===== src/rtl/hyperbus_pkg.sv =====
// Shared CA word layout, FSM state encoding and CA builder for the HyperBus command generator.
package hyperbus_pkg;

    localparam int CA_W         = 48;
    localparam int CA_RW_BIT    = 47;
    localparam int CA_AS_BIT    = 46;
    localparam int CA_BURST_BIT = 45;
    localparam int CA_UPPER_MSB = 44;
    localparam int CA_UPPER_LSB = 16;
    localparam int CA_LOWER_MSB = 2;
    localparam int CA_LOWER_LSB = 0;
    localparam int UPPER_W      = CA_UPPER_MSB - CA_UPPER_LSB + 1;
    localparam int LOWER_W      = CA_LOWER_MSB - CA_LOWER_LSB + 1;
    localparam int RSVD_W       = CA_UPPER_LSB - CA_LOWER_MSB - 1;

    typedef struct packed {
        logic               rw;
        logic               as;
        logic               burst;
        logic [UPPER_W-1:0] upper_col;
        logic [RSVD_W-1:0]  rsvd;
        logic [LOWER_W-1:0] lower_col;
    } hyper_ca_t;

    typedef enum logic [2:0] {
        ST_IDLE      = 3'd0,
        ST_CA0       = 3'd1,
        ST_CA1       = 3'd2,
        ST_CA2       = 3'd3,
        ST_WAIT_DONE = 3'd4
    } state_t;

    // waddr is the zero-extended word address; bits above it are not representable in CA.
    function automatic hyper_ca_t build_ca(input logic write, input logic is_reg,
                                           input logic [UPPER_W+LOWER_W-1:0] waddr);
        hyper_ca_t ca;
        ca.rw        = ~write;
        ca.as        = is_reg;
        ca.burst     = 1'b1;
        ca.upper_col = waddr[UPPER_W+LOWER_W-1:LOWER_W];
        ca.rsvd      = '0;
        ca.lower_col = waddr[LOWER_W-1:0];
        return ca;
    endfunction

endpackage


===== src/rtl/hyperbus_cmd_gen.sv =====
// Splits word-granular requests into bounded bursts and emits each burst's CA word as three beats.
// Define HYPERBUS_CMD_BOUNDARY_SPLIT_EN to keep segments inside MAX_BURST_WORDS-aligned windows.
module hyperbus_cmd_gen
    import hyperbus_pkg::*;
#(
    parameter int ADDR_W          = 32,
    parameter int LEN_W           = 16,
    parameter int MAX_BURST_WORDS = 256
) (
    input  logic              clk_i,
    input  logic              rst_i,
    input  logic              req_valid_i,
    output logic              req_ready_o,
    input  logic              req_write_i,
    input  logic              req_reg_i,
    input  logic [ADDR_W-1:0] req_addr_i,
    input  logic [LEN_W-1:0]  req_len_i,
    output logic              ca_valid_o,
    input  logic              ca_ready_i,
    output logic [15:0]       ca_data_o,
    output logic              ca_last_o,
    output logic [LEN_W-1:0]  seg_words_o,
    output logic              seg_write_o,
    output logic              seg_last_o,
    input  logic              seg_done_i,
    output logic              busy_o
);

    state_t              r_state;
    logic [ADDR_W-2:0]   r_waddr;
    logic [LEN_W-1:0]    r_rem;
    logic [LEN_W-1:0]    r_seg;
    logic                r_write;
    logic                r_reg;
    logic                r_seg_write;
    logic                r_seg_last;
    hyper_ca_t           r_ca;
    logic                r_ready;
    logic                r_busy;
    logic                r_ca_valid;
    logic                r_ca_last;
    logic [15:0]         r_ca_data;

    state_t              w_state_nxt;
    logic [ADDR_W-2:0]   w_waddr_nxt;
    logic [LEN_W-1:0]    w_rem_nxt;
    logic                w_write_nxt;
    logic                w_reg_nxt;
    logic                w_load;
    logic [LEN_W-1:0]    w_room;
    logic [LEN_W-1:0]    w_seg_nxt;
    hyper_ca_t           w_ca_new;
    logic [CA_W-1:0]     w_ca_bits;
    logic [15:0]         w_beat;
    logic                w_unused_addr_lsb;

    assign w_unused_addr_lsb = req_addr_i[0];

    always_comb begin
        w_state_nxt = r_state;
        w_waddr_nxt = r_waddr;
        w_rem_nxt   = r_rem;
        w_write_nxt = r_write;
        w_reg_nxt   = r_reg;
        w_load      = 1'b0;
        case (r_state)
            ST_IDLE: begin
                if (req_valid_i) begin
                    w_write_nxt = req_write_i;
                    w_reg_nxt   = req_reg_i;
                    w_waddr_nxt = req_addr_i[ADDR_W-1:1];
                    w_rem_nxt   = req_reg_i ? LEN_W'(1) : req_len_i;
                    if (w_rem_nxt != '0) begin
                        w_state_nxt = ST_CA0;
                        w_load      = 1'b1;
                    end
                end
            end
            ST_CA0: if (ca_ready_i) w_state_nxt = ST_CA1;
            ST_CA1: if (ca_ready_i) w_state_nxt = ST_CA2;
            ST_CA2: if (ca_ready_i) w_state_nxt = ST_WAIT_DONE;
            ST_WAIT_DONE: begin
                if (seg_done_i) begin
                    w_rem_nxt   = r_rem - r_seg;
                    w_waddr_nxt = r_waddr + (ADDR_W-1)'(r_seg);
                    if (w_rem_nxt == '0) begin
                        w_state_nxt = ST_IDLE;
                    end else begin
                        w_state_nxt = ST_CA0;
                        w_load      = 1'b1;
                    end
                end
            end
            default: w_state_nxt = ST_IDLE;
        endcase
    end

    // Segment size is derived from the post-update rem/waddr so it can be registered on CA0 entry.
`ifdef HYPERBUS_CMD_BOUNDARY_SPLIT_EN
    localparam logic [ADDR_W-2:0] WADDR_MASK = (ADDR_W-1)'(MAX_BURST_WORDS - 1);
    assign w_room = LEN_W'(MAX_BURST_WORDS) - LEN_W'(w_waddr_nxt & WADDR_MASK);
`else
    assign w_room = LEN_W'(MAX_BURST_WORDS);
`endif
    assign w_seg_nxt = (w_rem_nxt < w_room) ? w_rem_nxt : w_room;
    assign w_ca_new  = build_ca(w_write_nxt, w_reg_nxt, (UPPER_W+LOWER_W)'(w_waddr_nxt));
    assign w_ca_bits = w_load ? w_ca_new : r_ca;

    always_comb begin
        w_beat = '0;
        case (w_state_nxt)
            ST_CA0:  w_beat = w_ca_bits[47:32];
            ST_CA1:  w_beat = w_ca_bits[31:16];
            ST_CA2:  w_beat = w_ca_bits[15:0];
            default: w_beat = '0;
        endcase
    end

    always_ff @(posedge clk_i) begin
        if (rst_i) begin
            r_state     <= ST_IDLE;
            r_waddr     <= '0;
            r_rem       <= '0;
            r_seg       <= '0;
            r_write     <= 1'b0;
            r_reg       <= 1'b0;
            r_seg_write <= 1'b0;
            r_seg_last  <= 1'b0;
            r_ca        <= '0;
            r_ready     <= 1'b1;
            r_busy      <= 1'b0;
            r_ca_valid  <= 1'b0;
            r_ca_last   <= 1'b0;
            r_ca_data   <= '0;
        end else begin
            r_state <= w_state_nxt;
            r_waddr <= w_waddr_nxt;
            r_rem   <= w_rem_nxt;
            r_write <= w_write_nxt;
            r_reg   <= w_reg_nxt;
            if (w_load) begin
                r_seg       <= w_seg_nxt;
                r_seg_write <= w_write_nxt;
                r_seg_last  <= (w_rem_nxt == w_seg_nxt);
                r_ca        <= w_ca_new;
            end
            r_ready    <= (w_state_nxt == ST_IDLE);
            r_busy     <= (w_state_nxt != ST_IDLE);
            r_ca_valid <= (w_state_nxt == ST_CA0) || (w_state_nxt == ST_CA1) ||
                          (w_state_nxt == ST_CA2);
            r_ca_last  <= (w_state_nxt == ST_CA2);
            r_ca_data  <= w_beat;
        end
    end

    assign req_ready_o = r_ready;
    assign busy_o      = r_busy;
    assign ca_valid_o  = r_ca_valid;
    assign ca_last_o   = r_ca_last;
    assign ca_data_o   = r_ca_data;
    assign seg_words_o = r_seg;
    assign seg_write_o = r_seg_write;
    assign seg_last_o  = r_seg_last;

endmodule


===== config.mk =====
export PLATFORM = sky130hd
export DESIGN_NAME = hyperbus_cmd_gen
export DESIGN_NICKNAME = d
export VERILOG_FILES = /design/src/rtl/hyperbus_pkg.sv /design/src/rtl/hyperbus_cmd_gen.sv
export SDC_FILE = /design/constraint.sdc
export NUM_CORES = 1
export LEC_CHECK = 0
export BUFFER_PORTS_ARGS = -buffer_cell sky130_fd_sc_hd__buf_2
export CORE_UTILIZATION = 45
export CTS_BUF_LIST = sky130_fd_sc_hd__clkbuf_8
export DETAILED_ROUTE_END_ITERATION = 6
export MAX_ROUTING_LAYER = met4
export PLACE_DENSITY = 0.64
export SKIP_CTS_REPAIR_TIMING = 1
export SYNTH_ARGS = -nofsm -noshare
export SYNTH_HDL_FRONTEND = slang
export SYNTH_SLANG_ARGS = --single-unit

===== constraint.sdc =====
create_clock -name clk_i -period 5.6 [get_ports clk_i]
set_clock_uncertainty 0.2 [all_clocks]
set_input_delay 0.28 -clock clk_i [delete_from_list [all_inputs] [get_ports clk_i]]
set_output_delay 0.28 -clock clk_i [all_outputs]
set_load 0.03 [all_outputs]

* After elaboration in Yosys (flattened, before gate mapping)
Cells that the tools add are included.
** Cells by class
- Add/sub/neg operators :: 2
- Order comparisons :: 1
- Equal/unequal tests :: 8
- Muxes and demuxes :: 27
- Bitwise operators :: 1
- Reductions and logical operators :: 7
** Operators with widths (count)
- two-way mux 16 bit :: 4
- two-way mux 31 bit :: 2
- one-hot mux 31 bit (2 select lines) :: 1
- two-way mux 48 bit :: 1
- one-hot mux 16 bit (3 select lines) :: 1
- one-hot mux 16 bit (2 select lines) :: 1
- adder 31 x 16 -> 31 bit :: 1
- two-way mux 3 bit :: 6
- equality test 16 bit :: 1
- zero test 16 bit :: 1
- less-than comparator 16 x 9 -> 1 bit (second input constant) :: 1
- nonzero test 16 bit :: 1
- subtractor 16 bit :: 1
- one-hot mux 3 bit (5 select lines) :: 1
- equality test 3 x 2 -> 1 bit (second input constant) :: 4
- two-way mux 1 bit :: 9
- equality test 3 x 1 -> 1 bit (second input constant) :: 2
- zero test 3 bit :: 2
- equality test 3 bit (second input constant) :: 1
- nonzero test 3 bit :: 1
- logical OR 1 bit :: 2
- one-hot mux 1 bit (2 select lines) :: 1
- NOT 1 bit :: 1
** Word-level totals
- Flip-flop bits (word level) :: 138
- Bits of input ports :: 55
- Output and inout bits :: 38

* Longest topological paths before layout
- Word-level depth :: 8
- Mapped depth :: 16

* Worst setup path before layout
No wires, ideal clock.
- Path kind :: register -> register
- Start point :: register r_seg[1], in the netlist seg_words_o[1]
- End point :: register r_seg[0], in the netlist seg_words_o[0]
- Library setup time :: 0.061 ns
- Data arrival time :: 3.366 ns
- Setup slack :: 1.973 ns
- Cell stages (with the launch flop) :: 12
- Buffers on the path :: 0
- Cells stage by stage :: dfxtp_1 inv_1 ha_1 nor2b_1 o31a_1 o31a_1 or3b_1 xor2_1 a2111o_1 a2111oi_4 and3_1 a32o_1
** On the way
- Word-level cells in the longest chain between the ends :: 5
- Elaborated cells on any way between the ends :: 9
** RTL lines
- start: declaration :: line hyperbus_cmd_gen.sv:32 : logic [LEN_W-1:0] r_seg;
- start signal: assignment :: line hyperbus_cmd_gen.sv:142 : r_seg <= w_seg_nxt;
- subtractor 16 bit (*) :: line hyperbus_cmd_gen.sv:84 : w_rem_nxt = r_rem - r_seg;
- two-way mux 16 bit or zero test 16 bit (tied branches) :: line hyperbus_cmd_gen.sv:83, hyperbus_cmd_gen.sv:86
- one-hot mux 16 bit (2 select lines) or two-way mux 1 bit (tied branches) :: line hyperbus_cmd_gen.sv:66, hyperbus_cmd_gen.sv:86
- less-than comparator 16 x 9 -> 1 bit or two-way mux 1 bit (tied branches) :: line hyperbus_cmd_gen.sv:105, hyperbus_cmd_gen.sv:83
- two-way mux 16 bit or one-hot mux 1 bit (2 select lines) (tied branches) :: line hyperbus_cmd_gen.sv:105, hyperbus_cmd_gen.sv:66
Mark *: on every way between the ends. The rest lies on a longest branch, timed or not.
A chain may end at the register's enable or synchronous reset.

* Worst setup path in the final report
- Start point :: register r_rem[0]
- End point :: register r_ca_data[9], in the netlist ca_data_o[9]
** On the way
- Word-level cells in the longest chain between the ends :: 7
- Elaborated cells on any way between the ends :: 13
** RTL lines
- start: declaration :: line hyperbus_cmd_gen.sv:31 : logic [LEN_W-1:0] r_rem;
- start signal: assignment :: line hyperbus_cmd_gen.sv:138 : r_rem <= w_rem_nxt;
- subtractor 16 bit (*) :: line hyperbus_cmd_gen.sv:84
- zero test 16 bit (*) :: line hyperbus_cmd_gen.sv:86 : if (w_rem_nxt == '0) begin
- two-way mux 1 bit :: line hyperbus_cmd_gen.sv:86
- two-way mux 3 bit or two-way mux 1 bit (tied branches) :: line hyperbus_cmd_gen.sv:83 : if (seg_done_i) begin
- one-hot mux 3 bit (5 select lines) or one-hot mux 1 bit (2 select lines) (tied branches) :: line hyperbus_cmd_gen.sv:66 : case (r_state)
- equality test 3 x 2 -> 1 bit (tied with other cells) :: line hyperbus_cmd_gen.sv:111 : case (w_state_nxt)
- one-hot mux 16 bit (3 select lines) (*) :: line hyperbus_cmd_gen.sv:111
- end signal: assignment :: line hyperbus_cmd_gen.sv:152 : r_ca_data <= w_beat;
- end: declaration :: line hyperbus_cmd_gen.sv:42 : logic [15:0] r_ca_data;
Marks and branches as above.

==> PnR_summary.wiki <==
{| class="wikitable"
! Metric !! Value
|-
| Pin count of the biggest net entering global routing || 67
|-
| Effective utilization at floorplan || 45.97%
|-
| WHS Path Cells || 3
|-
| TritonCTS clock tree || done
|-
| Headroom to the max-slew limit || between 20% and 30%
|-
| Mapped Cells || 930
|-
| Unrepaired setup endpoints after global routing || false
|-
| Static Leak || 0.003655 uW
|-
| Vias in the first global route || 6553
|-
| # nets final || around 1100
|-
| First-pass GRT wire length || approximately 35000 um
|-
| Most common cell after layout, fill and taps aside || dfxtp_1
|-
| Number of setup violations in the final report || 0
|-
| Vias/cell || 5.821
|-
| Hold path endpoint || r_waddr[3]$_SDFF_PP0_
|-
| Cell area after technology mapping || around 0.0076 sq mm
|-
| Post-DRT Antenna Nets || 0
|-
| CTS clock-pin slew for the worst setup and hold paths || 90 ps
|-
| Crit start category || register
|-
| Status || finished with violations
|-
| Biggest regs || r_ca: 48 flops, r_waddr: 31 flops
|-
| Start of the worst register-to-register path || r_rem[0]$_SDFF_PP0_
|-
| Initial antenna violation count || 0
|-
| Tot GR Track Use || 26.86%
|-
| Drt wl/cell || 18.13 um
|-
| Pre-antenna DRT Iters || 6
|-
| Final hold slack || -47.68 ps
|-
| Total vias in the final route || 7195
|-
| Slack of the worst reg-to-reg path || 1180 ps
|-
| TritonCTS buffer count || 17
|-
| Number of flip-flops in the largest register || 48
|-
| Number of ports placed on the die boundary || 93
|-
| Post-route setup TNS || 0 ps
|-
| Count of state elements after synthesis || 138
|-
| Share of layout cells above drive strength 1 || 14.67%
|-
| Share of the cycle needed by the critical path after routing || about four fifths
|-
| Slew at the pin closest to its max-slew limit || 1122 ps
|-
| Cells on worst reg2reg path || 15
|-
| Violated checks || negative hold slack
|-
| Peak Freq || 226.0 MHz
|-
| Number of flops mapped to enable cells by yosys || 0
|-
| Kind of critical path || reg2reg
|-
| Final-report max-slew violation count || 0
|-
| Maximum fanout encountered on the critical timing path || 15
|-
| Max_cap viols || 0
|-
| Startpoint of the worst hold path || req_addr_i[4]
|-
| Number of different library cells in the post-synthesis netlist || 69
|-
| Number of cell rows || 47
|-
| Sequential area share after synthesis || between 30% and 40%
|-
| Remaining routing DRC violations || 0
|-
| Clock Path Buffers || 2
|-
| Detailed Route Iter0 Violations || 678
|-
| H-tree lvl count || 4
|-
| Power density over cell area || 309.6 mW/mm^2
|-
| Utilization of the core after routing || between 50% and 60%
|-
| Overall power || 2702 uW
|-
| Clock Tree Root || clkbuf_8
|-
| Maximum vdd drop || 0.1607 mV
|-
| Reg-to-reg critical path endpoint || ca_data_o[9]$_SDFF_PP0_
|-
| Aggregate global routing overflow || 0
|-
| Final hold violation count || 7
|-
| Die footprint || about 0.017 sq mm
|-
| Asr flop ratio synth || 0%
|-
| Critical path endpoint category || register
|-
| Die extent in x || ~130 um
|-
| Minimum clock period after layout || about 4400 ps
|-
| Post-Route WL || 22400 um
|-
| Class of the tightest hold or removal check || in2reg
|-
| Total number of clock tree sinks || 138
|-
| Total of buffers placed on input and output ports || 91
|-
| Weighted congestion at the end of routability-driven global placement || 0.9227
|-
| HPWL reported at the end of detailed placement || 16290 um
|-
| Main synth FF type || dfxtp_1
|-
| Average cell area after synthesis || approximately 8.2 sq um
|-
| Net Count, Synth || 1019
|-
| Core outline area || 0.01652 sq mm
|-
| Most frequent cells in the layout || dfxtp_1 (138), nor2_1 (116), buf_2 (91)
|-
| Arrival time of data at the critical path endpoint || between 4000 and 5000 ps
|-
| Vert. Die Dim || between 100 and 150 um
|-
| Count of yosys warnings during synthesis || 0
|-
| Top reg by flops || r_ca
|-
| Area growth, synth to finish || 14.91%
|-
| Required time at the endpoint of the critical path || 5720 ps
|-
| Worst skew pair latency || approximately 460 ps
|-
| Number of diodes added for antenna fixing || 0
|}
## routing by layer
metal / up-vias / track usage [%] / routed length (um)
met2: 215 / 39.33 / 9869
met5: - / - / 0
met1: 3400 / 36.64 / 10660
met4: 0 / 9.302 / 516
met3: 27 / 5.344 / 1360
li1: 3553 / - / -
## worst max-delay path by stage
stage                                           start                          end  slack [ps]  cells past startpoint
after floorplan           seg_words_o[1]$_SDFFE_PP0N_  seg_words_o[0]$_SDFFE_PP0N_        1970                     11
after global placement            r_rem[0]$_SDFF_PP0_      ca_data_o[9]$_SDFF_PP0_        1230                     15
after detailed placement          r_rem[0]$_SDFF_PP0_      ca_data_o[9]$_SDFF_PP0_        1190                     15
after CTS                         r_rem[0]$_SDFF_PP0_      ca_data_o[9]$_SDFF_PP0_        1180                     15
after global routing              r_rem[0]$_SDFF_PP0_      ca_data_o[9]$_SDFF_PP0_         940                     15
final                             r_rem[0]$_SDFF_PP0_      ca_data_o[9]$_SDFF_PP0_        1180                     15
## synth_stat cells, types with 8 or more instances
library cell / n / share of area, %
mux2i_1: 20 / 2.6
nand3_1: 17 / 1.1
dfxtp_1: 138 / 36
inv_1: 33 / 1.6
o221ai_1: 11 / 1.3
o22ai_1: 12 / 0.99
clkbuf_1: 37 / 1.8
a21o_1: 13 / 1.3
ha_1: 32 / 5.3
a31oi_1: 9 / 0.74
nor2b_1: 11 / 0.91
a21oi_1: 74 / 4.9
xnor2_1: 13 / 1.5
a211oi_1: 26 / 2.6
o21ai_0: 42 / 2.8
buf_2: 12 / 0.79
and3_1: 9 / 0.74
and2_1: 36 / 3.0
nand2b_1: 19 / 1.6
nand4_1: 9 / 0.74
a222oi_1: 9 / 1.2
nand2_1: 61 / 3.0
a22oi_1: 14 / 1.4
nor3_1: 21 / 1.4
a22o_1: 9 / 1.0
nor2_1: 118 / 5.8
a221oi_1: 12 / 1.4
o211ai_1: 8 / 0.79
## metrics by stage
step | hold slack (ps) | cell area [sq um] | cells | setup WS, ps
5_1_grt | -1.151 | 8728 | 1236 | 938.9
4_1_cts | -145.0 | 8648 | 1228 | 1176
2_1_floorplan | 216.0 | 7596 | 930 | 1973
3_3_place_gp | 240.3 | 8192 | 1196 | 1227
6_report | -47.68 | 8728 | 1236 | 1175
3_5_place_dp | 238.7 | 8192 | 1196 | 1186
## report_power, final
group | total [uW] | internal, uW | switching, uW
combinational | 647 | 242 | 404
clock | 951 | 510 | 440
sequential | 1110 | 1050 | 52.6
total | 2700 | 1810 | 897
## layout make-up
type	instances	area (sq um)
flip-flops and latches	138	2763
clock inverters	14	209.0
well taps	220	275.3
repair buffers	109	610.6
fillers	1613	7796
inverters	35	131.4
clock buffers	18	247.7
multi-input cells	702	4492
## critical path, stage by stage, from the launching register on
cell and delay, ps:
dfxtp_1 350, inv_1 60, ha_1 190, fa_1 420, nor2b_1 240, o31a_1 210, a21oi_1 80, or4_1 520
a2111oi_0 510, and4_1 420, a21o_2 390, inv_2 170, nand2_2 110, inv_2 110, a22oi_1 190, o21ai_0 120
## logic make-up (layout without fill, tap and decap cells)
family	after synthesis	count (layout)	share of synthesized area, %
adder cells (fa/ha/maj)	34	34	5.798
multiplexers	21	21	2.784
buffers and inverters	90	176	4.662
AO/OA/AOI/OAI	291	291	26.36
XOR/XNOR	20	20	2.306
flip-flops	138	138	36.37
AND/OR/NAND/NOR	336	336	21.73
No activity file was read; power rests on OpenSTA's default activity.
